**src/rtl/uart_pkg.sv**
```systemverilog
// ---- uart_pkg : shared UART constants, FSM encoding, baud divisor helper ----
// ---- rev 1.0                                                             ----
`default_nettype none

package uart_pkg;

  localparam int UART_DATA_BITS = 8;

  localparam int ST_W = 3;
  localparam logic [ST_W-1:0] ST_IDLE  = 3'd0;
  localparam logic [ST_W-1:0] ST_START = 3'd1;
  localparam logic [ST_W-1:0] ST_DATA  = 3'd2;
  localparam logic [ST_W-1:0] ST_STOP  = 3'd3;
  localparam logic [ST_W-1:0] ST_BREAK = 3'd4;

  function automatic int unsigned baud_div(input logic [31:0] clk_freq,
                                           input logic [31:0] baud_rate);
    return clk_freq / baud_rate;
  endfunction

endpackage

`default_nettype wire

```
**src/rtl/uart_sync_edge.sv**
```systemverilog
// ---- uart_sync_edge : 2-flop synchroniser + delay flop, falling-edge strobe ----
// ---- rev 1.0                                                               ----
`default_nettype none

module uart_sync_edge (
  input  logic clk,
  input  logic rst_n,
  input  logic i_async,
  output logic o_sync,
  output logic o_fall
);

  logic r_meta;
  logic r_sync;
  logic r_dly;

  // Flops reset high so an idle line never looks like a falling edge.
  always_ff @(posedge clk or negedge rst_n) begin
    if (!rst_n) begin
      r_meta <= 1'b1;
      r_sync <= 1'b1;
      r_dly  <= 1'b1;
    end else begin
      r_meta <= i_async;
      r_sync <= r_meta;
      r_dly  <= r_sync;
    end
  end

  assign o_sync = r_sync;
  assign o_fall = r_dly & ~r_sync;

endmodule

`default_nettype wire

```
**src/rtl/uart_rx.sv**
```systemverilog
// ---- uart_rx : 8N1 UART receiver, LSB first, mid-bit sampling ----
// ---- rev 1.0                                                  ----
`default_nettype none

module uart_rx
  import uart_pkg::*;
#(
  parameter logic [31:0] CLK_FREQ  = 32'd50_000_000,
  parameter logic [31:0] BAUD_RATE = 32'd115_200
) (
  input  logic                      clk_50m,
  input  logic                      reset_n,
  input  logic                      uart_rxd,
  output logic [UART_DATA_BITS-1:0] uart_rx_data,
  output logic                      uart_rx_done,
  output logic                      uart_rx_frame_err,
  output logic                      uart_rx_busy
);

  localparam int unsigned BAUD_DIV = baud_div(CLK_FREQ, BAUD_RATE);
  localparam int unsigned HALF_DIV = BAUD_DIV / 2;
  localparam int          CNT_W    = $clog2(BAUD_DIV);
  localparam logic [CNT_W-1:0] CNT_HALF = CNT_W'(HALF_DIV - 1);
  localparam logic [CNT_W-1:0] CNT_FULL = CNT_W'(BAUD_DIV - 1);

  logic w_rxd_s;
  logic w_start_edge;

  uart_sync_edge u_sync (
    .clk    (clk_50m),
    .rst_n  (reset_n),
    .i_async(uart_rxd),
    .o_sync (w_rxd_s),
    .o_fall (w_start_edge)
  );

  logic [ST_W-1:0]           r_state;
  logic [ST_W-1:0]           w_next;
  logic [CNT_W-1:0]          r_cnt;
  logic [2:0]                r_idx;
  logic [UART_DATA_BITS-1:0] r_shift;
  logic [UART_DATA_BITS-1:0] r_data;
  logic                      r_done;
  logic                      r_ferr;

  logic w_half_hit;
  logic w_full_hit;
  logic w_cnt_clr;
  logic w_shift_en;
  logic w_load;
  logic w_ferr_set;
  logic w_busy;

  assign w_half_hit = (r_cnt == CNT_HALF);
  assign w_full_hit = (r_cnt == CNT_FULL);

  always_ff @(posedge clk_50m or negedge reset_n) begin
    if (!reset_n) r_state <= ST_IDLE;
    else          r_state <= w_next;
  end

  always_comb begin
    w_next = r_state;
    case (r_state)
      ST_IDLE:  if (w_start_edge) w_next = ST_START;
      ST_START: if (w_half_hit) w_next = w_rxd_s ? ST_IDLE : ST_DATA;
      ST_DATA:  if (w_full_hit && (r_idx == 3'd7)) w_next = ST_STOP;
      // Returning to IDLE at the stop-bit centre lets a zero-gap next frame be caught.
      ST_STOP:  if (w_full_hit) w_next = w_rxd_s ? ST_IDLE : ST_BREAK;
      ST_BREAK: if (w_rxd_s) w_next = ST_IDLE;
      default:  w_next = ST_IDLE;
    endcase
  end

  always_comb begin
    w_shift_en = (r_state == ST_DATA) && w_full_hit;
    w_load     = (r_state == ST_STOP) && w_full_hit && w_rxd_s;
    w_ferr_set = (r_state == ST_STOP) && w_full_hit && !w_rxd_s;
    w_busy     = (r_state != ST_IDLE);
    w_cnt_clr  = (r_state == ST_IDLE) || (r_state == ST_BREAK) ||
                 (r_state != w_next) || w_shift_en;
  end

  always_ff @(posedge clk_50m or negedge reset_n) begin
    if (!reset_n) begin
      r_cnt   <= '0;
      r_idx   <= 3'd0;
      r_shift <= '0;
      r_data  <= '0;
      r_done  <= 1'b0;
      r_ferr  <= 1'b0;
    end else begin
      r_cnt <= w_cnt_clr ? '0 : r_cnt + CNT_W'(1);
      if (r_state != ST_DATA) begin
        r_idx <= 3'd0;
      end else if (w_shift_en) begin
        r_shift[r_idx] <= w_rxd_s;
        r_idx          <= r_idx + 3'd1;
      end
      r_done <= w_load;
      r_ferr <= w_ferr_set;
      if (w_load) r_data <= r_shift;
    end
  end

  assign uart_rx_data      = r_data;
  assign uart_rx_done      = r_done;
  assign uart_rx_frame_err = r_ferr;
  assign uart_rx_busy      = w_busy;

endmodule

`default_nettype wire
```
**config.mk**
```make
export PLATFORM = sky130hd
export DESIGN_NAME = uart_rx
export DESIGN_NICKNAME = d
export VERILOG_FILES = /design/src/rtl/uart_pkg.sv /design/src/rtl/uart_sync_edge.sv /design/src/rtl/uart_rx.sv
export SDC_FILE = /design/constraint.sdc
export NUM_CORES = 1
export LEC_CHECK = 0
export BUFFER_PORTS_ARGS = -buffer_cell sky130_fd_sc_hd__buf_4
export CAP_MARGIN = 0
export CORE_MARGIN = 3
export CORE_UTILIZATION = 55
export DETAILED_ROUTE_END_ITERATION = 6
export GPL_ROUTABILITY_DRIVEN = 0
export HOLD_SLACK_MARGIN = 0.05
export PLACE_DENSITY = 0.75
export SLEW_MARGIN = 20
export SYNTH_ARGS = -nofsm -noshare
export SYNTH_HDL_FRONTEND = slang
export SYNTH_SLANG_ARGS = --single-unit
export TNS_END_PERCENT = 20
```
**constraint.sdc**
```tcl
create_clock -name clk_50m -period 2.18 [get_ports clk_50m]
set_input_delay 0.327 -clock clk_50m [delete_from_list [all_inputs] [get_ports clk_50m]]
set_output_delay 0.327 -clock clk_50m [all_outputs]
set_load 0.01 [all_outputs]
```
* Yosys cells after proc, flatten, opt, wreduce, memory -nomap -nowiden
Cells that the tools add are included.
Operators by class: $add $sub $neg 2, magnitude comparators 2, equality and inequality tests 9, mux-type cells 14, bitwise operators 3, reduce and logical (&&, ||, !) cells 14
Operator list (number):
- $mux 3 | 8
- $pmux 3 s5 | 1
- $add 9x1->9 const B | 1
- $eq 9x8->1 const B | 1
- $eq 9x9->1 const B | 1
- $mux 9 | 1
- $bwmux 8 | 1
- $eq 3x2->1 const B | 2
- $eq 3x3->1 const B | 2
- $logic_and 1x1->1 | 6
- $lt 3x4->1 const B | 1
- $add 3x1->3 const B | 1
- $demux 1 s3 | 1
- $eq 3x1->1 const B | 1
- $ge 3x1->1 const B | 1
- $logic_not 3->1 | 1
- $logic_or 1x1->1 | 3
- $ne 3x2->1 const B | 1
- $ne 3x3->1 | 1
- $reduce_bool 3->1 | 1
- $mux 2 | 1
- $not 1->1 | 2
- $reduce_and 2->1 | 1
- $reduce_bool 2->1 | 1
- other kinds (3) | 3
Word-level totals: bits in registers 36, output and inout bits 11, logic and storage cells 54

* Logic depth before layout (Yosys ltp)
Gate-level depths: netlist of run 1.
depth after elaboration 8, depth in mapped cells 6, gate-level depth less buffers 6

* Modules after synthesis
A second synthesis of run 1 with hierarchy kept.
Unflattened totals: cells, all modules 144, area total of the unflattened synthesis 1760.4 um^2
By module, submodules not included:
- uart_rx | instances 1, cells each 140, area an instance 1667.8 um^2
- uart_sync_edge | instances 1, cells each 4, area an instance 92.6 um^2

* Worst setup path after synthesis of run 1
No wires, ideal clock.
kind register to register, from register r_cnt[1], to register r_data[0], in the netlist uart_rx_data[0], library setup time 0.125 ns, data arrival time 1.637 ns, slack 0.418 ns, stages on the path, launching flop included 7, clock period less this slack 1.762 ns, cells stage by stage dfrtp_1 > inv_1 > ha_1 > and4bb_4 > nand2_4 > nor3_4 > mux2_2
Between the ends: word-level cells in the longest chain between the ends 3
Ends and longest elaborated chain:
- from (decl) | line uart_rx.sv:39 | logic [CNT_W-1:0] r_cnt;
- from (signal assigned) | line uart_rx.sv:93 | r_cnt <= w_cnt_clr ? '0 : r_cnt + CNT_W'(1);
- $eq 9x9->1 | line uart_rx.sv:55 | assign w_full_hit = (r_cnt == CNT_FULL);
- $logic_and 1x1->1 (2 in series) | line uart_rx.sv:77 | w_load = (r_state == ST_STOP) && w_full_hit && w_rxd_s;
- via w_load | line uart_rx.sv:50 | logic w_load;
- to (signal assigned) | line uart_rx.sv:102 | if (w_load) r_data <= r_shift;
- to (decl) | line uart_rx.sv:42 | logic [UART_DATA_BITS-1:0] r_data;
The timed path passes the listed nets, and every way through them passes these cells. A chain may end at the register's enable or synchronous reset.

* Worst setup path in the final report of run 1
from register r_cnt[1], to register r_data[5], in the netlist uart_rx_data[5]
The elaborated chain is that of the path after synthesis.

==> flow_summary_export.csv, run 1 <==
group,metric,value,unit
clock_tree,cts_inserted_buffers,5,
clock_tree,cts_tree,"built",
clock_tree,cts_resized,0,
yosys,yosys.area.top_type,"dfrtp_1",
status,outcome,"finished, final reports clean",
yosys,synth_seq_cells,36,
grt,grt_pass1_wl,4820,µm
yosys,synth_top_area_share,49.0,%
final_layout,drive_gt1_share,29.7,%
power,clock_power_share,26.6,%
yosys,synth_nets,146,
grt,overflow,0,
final_layout,final_cells,189,
detailed_routing,post_drt_wl_per_cell,14.4,µm
yosys,syn_avg_cell_area,12.2,µm²
clock_tree,clock_path_buffers,2,
yosys,dominantRegCellSynth,"dfrtp_1",
sta,relSlewSlack,67.0,%
sta,skew,0.0130,ns
final_layout,layout_commonest_cell,"dfrtp_1",
placement,hpwl,1980,µm
job,cap_violations,0,
sta,setup_viol,0,
yosys,ys_seq_area_share,53.7,%
worst_setup_path,r2r_cells,6,
yosys,netlist_top_cells_area,"dfrtp_1 49%, mux2_2 10%, dfstp_2 4.7%, ha_1 3.7%, xnor2_1 3.1%",
clock_tree,post_cts_buffers,0,
worst_setup_path,endpoint_kind,"flop",
sta,fin_tns_setup,0,ns
yosys,ys_types,41,
power,pwr-share-seq,60.9,%
clock_tree,postCtsHoldBufs,1,
grt,grt_max_degree,37,
placement,io_buffers,13,
worst_setup_path,rrSetupSlack,0.20,ns
power,ir_drop,0.577,mV
grt,grt_util_all_layers,17.7,%
floorplanning,die-area,3760,µm²
sta,max_freq,0.504,GHz
min_path,whs_path_depth,1,
power,p_int,905,µW
detailed_routing,via_count,1094,
worst_setup_path,setup.worst_path.start_class,"flop",
worst_setup_path,required,2.40,ns
clock_tree,root_buffer,"clkbuf_4",
worst_setup_path,crit_type,"reg -> reg",
power,power.density,668,nW/µm²
sta,min_period,1.98,ns
sta,finalCritPeriodShare,90.9,%
sta,worst_slew_pin_slew,0.495,ns
final_layout,syn2layout_area_growth,11.0,%
yosys,synth_warnings,0,
sta,drv_slew,0,
detailed_routing,drc,0,
power,total_power,1250,µW
final_layout,fill_cells,220,
detailed_routing,viasPerCell,5.79,
min_path,min-delay-start,"uart_rxd",
grt,grt_pass1_vias,1063,
worst_setup_path,timing.rr.start,"r_cnt[1]",
detailed_routing,drt_first_pass_iters,4,
final_layout,post-route-util,66.1,%
min_path,min_path_type,"in -> reg",
clock_tree,cts_sinks,36,
power,swShare,27.5,%
yosys,async_flop_share,100,%
yosys,syn_inst,138,
yosys,syn_area,1690,µm²
floorplanning,coreArea,2830,µm²
floorplanning,die_w,61.4,µm
floorplanning,initial_core_util,59.6,%
floorplanning,die_y,61.4,µm
sta,hold_viol,0,
sta,worst_hold_slack,0.0962,ns
worst_setup_path,cp_max_fo,9,
floorplanning,rows,19,
min_path,min_to,"u_sync.r_meta",
power,power_leakage,0.000871,µW
grt,antenna_found_initial,0,
detailed_routing,drtIter0Drc,46,
final_layout,layout_common_cells,"33 x dfrtp_1, 15 x mux2_2, 13 x buf_4, 10 x nor3_1, 8 x nor2_1",
final_layout,n_antenna_cell,0,
worst_setup_path,cp.arrival,2.20,ns
clock_tree,clkLatencyLatePin,0.34,ns
detailed_routing,drt_wl_total,2720,µm
clock_tree,path_clk_slew,0.10,ns
placement,placed_cells,180,
final_layout,layout.nets,165,
yosys,synth_edf_count,0,
detailed_routing,ant_nets,0,
floorplanning,io_pins,14,
power,combPwrFrac,12.5,%
clock_tree,htreeDepth,2,
power,p_sw,344,µW
worst_setup_path,rr_endpoint,"uart_rx_data[5]",
sta,rsz0062_at_grt,"no",
[sequential cells by signal, indices dropped and copies added (netlist names)]
register	flops
r_cnt	9
r_idx	3
r_shift	8
r_state	3
u_sync.o_sync	1
u_sync.r_dly	1
u_sync.r_meta	1
uart_rx_data	8
uart_rx_done	1
uart_rx_frame_err	1
[power by group through the flow]
| stage | sequential [µW] | clock (µW) | combinational, µW |
|---|---|---|---|
| after global routing | 772 | 375 | 183 |
| after floorplan | 757 | 0 | 116 |
| after detailed placement | 771 | 0 | 158 |
| after CTS | 759 | 347 | 160 |
| after global placement | 768 | 0 | 152 |
| final | 761 | 332 | 156 |
[kinds of logic (layout without fill, tap and decap cells)]
kind of cell    count (synthesis)  in the layout  synth area share (%)
compound gates                 13             13                  5.57
xor+xnor                        8              8                  4.16
fa+ha+maj                       5              5                  3.71
flops                          36             36                  53.7
simple gates                   54             54                  20.9
mux                            15             15                  10.0
buf+inv                         7             27                  2.00
[routing by layer]
metal / up-vias / global-route usage, % / share of wire, %
li1: 536 / - / -
met1: 536 / 25.0 / 49
met2: 15 / 25.7 / 46
met3: 7 / 4.40 / 3.4
met4: 0 / 8.18 / 1.6
met5: - / 0 / 0
[area by class of cell]
type                       count  area [µm²]  area share (%)
sequential                    36         905            48.4
multi-input combinational     95         747            39.9
timing repair buffer          14         108            5.75
clock buffer                   6        41.3            2.21
tap                           31        38.8            2.07
inverter                       5        18.8            1.00
clock inverter                 2        12.5           0.669
[worst max-delay path by stage]
| stage | startpoint | to | slack (ns) | cells after the start |
|---|---|---|---|---|
| after floorplan | r_cnt[1] | uart_rx_data[0] | 0.42 | 6 |
| after global placement | r_cnt[1] | uart_rx_data[5] | 0.27 | 6 |
| after detailed placement | r_cnt[1] | uart_rx_data[4] | 0.22 | 6 |
| after CTS | r_cnt[1] | uart_rx_data[5] | 0.18 | 6 |
| after global routing | r_cnt[1] | uart_rx_data[6] | 0.08 | 6 |
| final | r_cnt[1] | uart_rx_data[5] | 0.20 | 6 |
[worst max-delay path: stages (launching register included)]
cell	delay [ns]
dfrtp_1	0.43
inv_1	0.09
ha_1	0.14
and4bb_4	0.30
nand2_4	0.09
nor3_4	0.43
mux2_2	0.39
[through the flow]
step	instance area, µm²	setup WS (ns)
6_report	1870	0.198
5_1_grt	1870	0.0767
4_1_cts	1870	0.178
3_5_place_dp	1810	0.221
3_3_place_gp	1810	0.270
2_1_floorplan	1690	0.418
[cell usage after synthesis (2+ instances only)]
master and instances:
dfrtp_1 33, mux2_2 15, nor3_1 10, nor2_1 8
nand2_1 7, xnor2_1 6, ha_1 5, inv_1 5
a21oi_1 4, nand3_1 4, nor3b_1 4, dfstp_2 3
nand4_1 3, and4b_1 2, o21ai_0 2, xor2_1 2
(Power assumes the default switching activity.)
==> inputs of run 2 (changes only) <==
--- a/config.mk
+++ b/config.mk
@@ -12,9 +12,11 @@
 export DETAILED_ROUTE_END_ITERATION = 6
 export GPL_ROUTABILITY_DRIVEN = 0
 export HOLD_SLACK_MARGIN = 0.05
+export MAX_ROUTING_LAYER = met4
 export PLACE_DENSITY = 0.75
 export SLEW_MARGIN = 20
 export SYNTH_ARGS = -nofsm -noshare
 export SYNTH_HDL_FRONTEND = slang
+export SYNTH_HIERARCHICAL = 1
 export SYNTH_SLANG_ARGS = --single-unit
 export TNS_END_PERCENT = 20
==> run 2 against run 1 <==
Net effect: combinational power is 6% higher; power grew 3.4%; largest cell class unchanged; area after synthesis grew 4.5%; critical endpoint is now r_cnt[2].
==> flow_summary_export.csv, run 2 <==
group,metric,value,unit
power,power.density,668,nW/µm²
final_layout,layout.nets,166,
detailed_routing,viasPerCell,5.39,
power,power_leakage,0.000890,µW
sta,skew,0.00858,ns
sta,hold_viol,0,
status,outcome,"finished, final reports clean",
placement,io_buffers,13,
clock_tree,cts_resized,0,
detailed_routing,ant_nets,0,
worst_setup_path,crit_buf_inv,0,
yosys,ys_types,44,
worst_setup_path,required,2.39,ns
yosys,syn_inst,144,
sta,drv_slew,0,
yosys,synth_most_common_cell,"dfrtp_1",
final_layout,layout_common_cells,"33 x dfrtp_1, 18 x nor2_1, 13 x buf_4, 8 x mux2_4, 7 x mux2_2",
final_layout,n_antenna_cell,0,
worst_setup_path,crit_type,"reg -> reg",
grt,grt_pass1_vias,1054,
placement,hpwl,1900,µm
grt,grt_pass1_wl,4970,µm
worst_setup_path,rrSetupSlack,0.21,ns
yosys,synth_top_area_share,46.9,%
yosys,syn_area,1760,µm²
grt,antenna_found_initial,0,
detailed_routing,drt_first_pass_iters,4,
worst_setup_path,cp_max_fo,10,
sta,fin_tns_setup,0,ns
min_path,min_path_type,"in -> reg",
yosys,synth_nets,152,
yosys,synth_seq_cells,36,
sta,min_period,1.97,ns
floorplanning,die_y,62.6,µm
final_layout,drive_gt1_share,29.6,%
clock_tree,clock_path_buffers,2,
sta,relSlewSlack,71.4,%
final_layout,regMostFlops,"r_cnt",
clock_tree,htreeDepth,2,
clock_tree,clkLatencyLatePin,0.34,ns
detailed_routing,via_count,1083,
sta,rsz0062_at_grt,"no",
clock_tree,path_clk_slew,0.09,ns
floorplanning,io_pins,14,
floorplanning,coreArea,2900,µm²
detailed_routing,post_drt_wl_per_cell,13.9,µm
final_layout,layout_commonest_cell,"dfrtp_1",
yosys,yosys.area.top_type,"dfrtp_1",
yosys,netlist_top_cells_area,"dfrtp_1 47%, mux2_4 6.8%, dfstp_2 4.5%, mux2_2 4.5%, nor2_1 3.8%",
floorplanning,die-area,3920,µm²
sta,setup_viol,0,
floorplanning,initial_core_util,60.7,%
worst_setup_path,cp.arrival,2.17,ns
yosys,async_flop_share,100,%
worst_setup_path,crit_path_max_incr_delay,0.50,ns
final_layout,largest_reg_flops,9,
clock_tree,cts_inserted_buffers,5,
grt,overflow,0,
worst_setup_path,cp_cell_sequence,"ha_1 -> ha_1 -> nor4bb_1 -> a311oi_1 -> o32ai_4 -> nor2_1",
sta,max_freq,0.509,GHz
yosys,ys_seq_area_share,51.4,%
grt,grt_util_all_layers,17.0,%
job,cap_violations,0,
sta,finalCritPeriodShare,90.1,%
placement,dp_slack,0.271,ns
clock_tree,cts_sinks,36,
floorplanning,rows,19,
grt,grt_max_degree,37,
sta,worst_slew_pin_slew,0.429,ns
yosys,syn_avg_cell_area,12.2,µm²
final_layout,syn2layout_area_growth,9.81,%
worst_setup_path,path_delay_family,"compound AO/OA/AOI/OAI gates",
yosys,synth_warnings,6,
detailed_routing,drc,0,
detailed_routing,drtIter0Drc,97,
yosys,synth_common_cells,"33 x dfrtp_1, 18 x nor2_1, 8 x mux2_4, 7 x mux2_2",
worst_setup_path,slowest_stage,"dfrtp_1",
worst_setup_path,setup.worst_path.start_class,"flop",
detailed_routing,drt_wl_total,2790,µm
yosys,synth_edf_count,0,
power,ir_drop,0.493,mV
worst_setup_path,crit_top_cell,"ha_1",
clock_tree,cts_tree,"built",
worst_setup_path,endpoint_kind,"flop",
yosys,dominantRegCellSynth,"dfrtp_1",
floorplanning,die_w,62.6,µm
sta,timing.final.ws_setup,0.215,ns
clock_tree,root_buffer,"clkbuf_4",
-- run 2: cell count changes after synthesis, sizes merged, moves of 2 or more --
cell	previous run	this run
nor2	8	18
nor3	11	2
buf	1	6
nand2	8	4
and3	1	3
mux2i	0	2
nor3b	5	3
-- run 2: area by class of cell --
cell class | instances | area [µm²]
fill | 231 | 967
sequential | 36 | 905
multi-input combinational | 95 | 787
timing repair buffer | 14 | 108
clock buffer | 8 | 58.8
tap | 42 | 52.6
inverter | 6 | 22.5
-- run 2: repair_timing --
action / CTS / global route
endpoints found under the hold margin: 33 / 0
setup buffers: 0 / 0
hold buffers: 1 / 0
-- run 2: cells by family after synthesis --
group | count (synthesis) | share of synthesized area, %
adder cells (fa/ha/maj) | 5 | 3.55
buffers and inverters | 13 | 3.91
multiplexers | 17 | 12.4
AO/OA/AOI/OAI | 12 | 5.76
XOR/XNOR | 8 | 3.98
flip-flops | 36 | 51.4
AND/OR/NAND/NOR | 53 | 19.0
-- run 2: metrics by stage --
stage          util, %  area, µm²  std cells  total power [µW]  hold slack, ns
2_1_floorplan        -       1760        144               895          0.0314
3_3_place_gp      64.3       1860        192               938           0.296
3_5_place_dp      64.3       1860        192               948           0.305
4_1_cts           66.7       1930        201              1310          0.0703
5_1_grt           66.7       1930        201              1380          0.0632
6_report          66.7       1930        201              1290          0.0945
-- run 2: routing by layer --
metal | vias up | part of all wire, % | global-route usage, %
met1 | 526 | 51 | 22.7
met2 | 18 | 42 | 22.6
met5 | - | 0 | -
met3 | 8 | 3.4 | 4.32
li1 | 531 | - | -
met4 | 0 | 3.0 | 11.3
-- run 2: worst register-to-register path, cell delays in order (launching register included) --
cell and delay (ns):
dfrtp_1 0.50, ha_1 0.21, ha_1 0.13, nor4bb_1 0.31
a311oi_1 0.20, o32ai_4 0.39, nor2_1 0.10
-- run 2: final timing paths --
kind | start | depth (start not counted) | endpoint
setup / recovery | r_idx[1] | 6 | r_cnt[2]
hold / removal | uart_rxd | 1 | u_sync/r_meta
setup reg to reg | r_idx[1] | 6 | r_cnt[2]
hold reg to reg | u_sync/r_meta | 0 | u_sync/o_sync
max in group asynchronous | reset_n | 2 | u_sync/r_meta
min in group asynchronous | reset_n | 2 | uart_rx_frame_err
-- run 2: power breakdown --
part / leakage, µW / internal [µW] / switching, µW
Combinational: 0.000374 / 78.2 / 87.1
Sequential: 0.000484 / 710 / 58.9
Clock: 0.0000326 / 159 / 198
==> inputs of run 3 (changes only) <==
--- a/config.mk
+++ b/config.mk
@@ -8,12 +8,12 @@
 export BUFFER_PORTS_ARGS = -buffer_cell sky130_fd_sc_hd__buf_4
 export CAP_MARGIN = 0
 export CORE_MARGIN = 3
-export CORE_UTILIZATION = 55
+export CORE_UTILIZATION = 45
 export DETAILED_ROUTE_END_ITERATION = 6
 export GPL_ROUTABILITY_DRIVEN = 0
 export HOLD_SLACK_MARGIN = 0.05
 export MAX_ROUTING_LAYER = met4
-export PLACE_DENSITY = 0.75
+export PLACE_DENSITY = 0.64
 export SLEW_MARGIN = 20
 export SYNTH_ARGS = -nofsm -noshare
 export SYNTH_HDL_FRONTEND = slang
==> run 3 against run 2 <==
Net effect: critical path type unchanged; first-iteration DRC count shrank 36%; cell area grew 3.7%; via count grew 2.1%; largest cell class unchanged; count of clock-buffer cells in the layout is 2 lower; worst setup slack better by 0.050 ns; largest power group unchanged; die area rose by 20%; global-route usage fell by 1.5 points; critical endpoint is now r_cnt[8]; combinational power barely moved.
==> flow_summary_export.csv, run 3 (synthesis results as in run 2) <==
group,metric,value,unit
worst_setup_path,cp.arrival,2.06,ns
power,ir_drop,0.511,mV
floorplanning,rows,22,
worst_setup_path,rrSetupSlack,0.26,ns
detailed_routing,ant_nets,0,
sta,timing.final.ws_setup,0.265,ns
floorplanning,initial_core_util,47.4,%
detailed_routing,post_drt_wl_per_cell,13.8,µm
detailed_routing,drc,0,
grt,grt_pass1_vias,1096,
sta,fin_tns_setup,0,ns
power,power.density,749,nW/µm²
clock_tree,root_buffer,"clkbuf_8",
clock_tree,cts_sinks,36,
placement,placed_cell_area,1890,µm²
detailed_routing,via_count,1106,
final_layout,layout.nets,168,
final_layout,syn2layout_area_growth,13.9,%
final_layout,layout_commonest_cell,"dfrtp_1",
sta,max_freq,0.522,GHz
min_path,min_path_type,"in -> reg",
placement,hpwl,2020,µm
sta,skew,0.00942,ns
sta,min_period,1.92,ns
clock_tree,clock_path_buffers,2,
final_layout,drive_gt1_share,31.1,%
floorplanning,die-area,4700,µm²
final_layout,post-route-util,53.9,%
grt,grt_max_degree,37,
final_layout,largest_reg_flops,9,
status,outcome,"finished, final reports clean",
floorplanning,die_w,68.5,µm
sta,worst_slew_pin_slew,0.464,ns
clock_tree,path_clk_slew,0.07,ns
final_layout,layout_common_cells,"33 x dfrtp_1, 18 x nor2_1, 15 x buf_4, 8 x mux2_4, 7 x mux2_2",
worst_setup_path,setup.worst_path.start_class,"flop",
job,cap_violations,0,
sta,rsz0062_at_grt,"no",
sta,relSlewSlack,68.6,%
clock_tree,clkLatencyLatePin,0.28,ns
final_layout,regMostFlops,"r_cnt",
worst_setup_path,cp_max_fo,9,
placement,io_buffers,13,
final_layout,design_area,2000,µm²
floorplanning,io_pins,14,
grt,grt_pass1_wl,5110,µm
clock_tree,cts_tree,"built",
detailed_routing,drt_wl_total,2890,µm
detailed_routing,viasPerCell,5.29,
grt,grt_util_all_layers,15.5,%
worst_setup_path,crit_type,"reg -> reg",
worst_setup_path,endpoint_kind,"flop",
clock_tree,cts_inserted_buffers,5,
detailed_routing,drtIter0Drc,62,
sta,setup_viol,0,
grt,overflow,0,
final_layout,n_antenna_cell,0,
floorplanning,die_y,68.5,µm
grt,antenna_found_initial,0,
worst_setup_path,required,2.33,ns
placement,dp_slack,0.301,ns
sta,drv_slew,0,
clock_tree,htreeDepth,2,
sta,finalCritPeriodShare,87.9,%
clock_tree,cts_resized,0,
sta,hold_viol,0,
power,power_leakage,0.000924,µW
detailed_routing,drt_first_pass_iters,4,
floorplanning,coreArea,3720,µm²
==> run 3: metrics by stage <==
step / power [µW] / hold slack (ns) / std cells
5_1_grt: 1600 / 0.140 / 209
4_1_cts: 1530 / 0.145 / 209
6_report: 1500 / 0.157 / 209
3_3_place_gp: 941 / 0.297 / 200
3_5_place_dp: 951 / 0.306 / 200
2_1_floorplan: 895 / 0.0314 / 144
==> run 3: repair_timing <==
item / in CTS / in global routing
setup buffers: 0 / 0
hold buffers: 1 / 0
endpoints found under the hold margin: 33 / 0
==> run 3: worst paths after layout <==
check | cells past startpoint | from | endpoint
worst max-delay path | 6 | r_idx[0] | r_cnt[8]
worst min-delay path | 1 | uart_rxd | u_sync/r_meta
worst max register to register | 6 | r_idx[0] | r_cnt[8]
worst min register to register | 0 | u_sync/r_meta | u_sync/o_sync
max in group asynchronous | 2 | reset_n | u_sync/r_meta
min in group asynchronous | 2 | reset_n | uart_rx_data[4]
==> run 3: report_power, final <==
group / switching, µW / internal, µW
clock network: 220 / 339
logic: 87.1 / 78.3
registers: 64.7 / 711
total: 372 / 1130
==> run 3: per-layer routing <==
metal  global-route usage (%)  vias to the layer above  routed length [µm]
met1                     19.0                      549                1320
met2                     23.4                       17                1440
li1                         -                      538                   -
met4                     6.95                        0                  24
met3                     4.86                        2                 109
met5                        -                        -                   0
==> run 3: critical path: stages, from the launching register on <==
cell	delay, ns
dfrtp_1	0.41
ha_1	0.17
ha_1	0.16
nor4bb_1	0.32
a311oi_1	0.20
o32ai_4	0.42
nor2_1	0.10
==> run 3: final cells by class <==
type                       instances  area (µm²)
clock buffer                       6        72.6
clock inverter                     2        35.0
fill                             317        1710
inverter                           6        22.5
multi-input combinational         95         787
sequential                        36         905
tap                               48        60.1
timing repair buffer              16         123
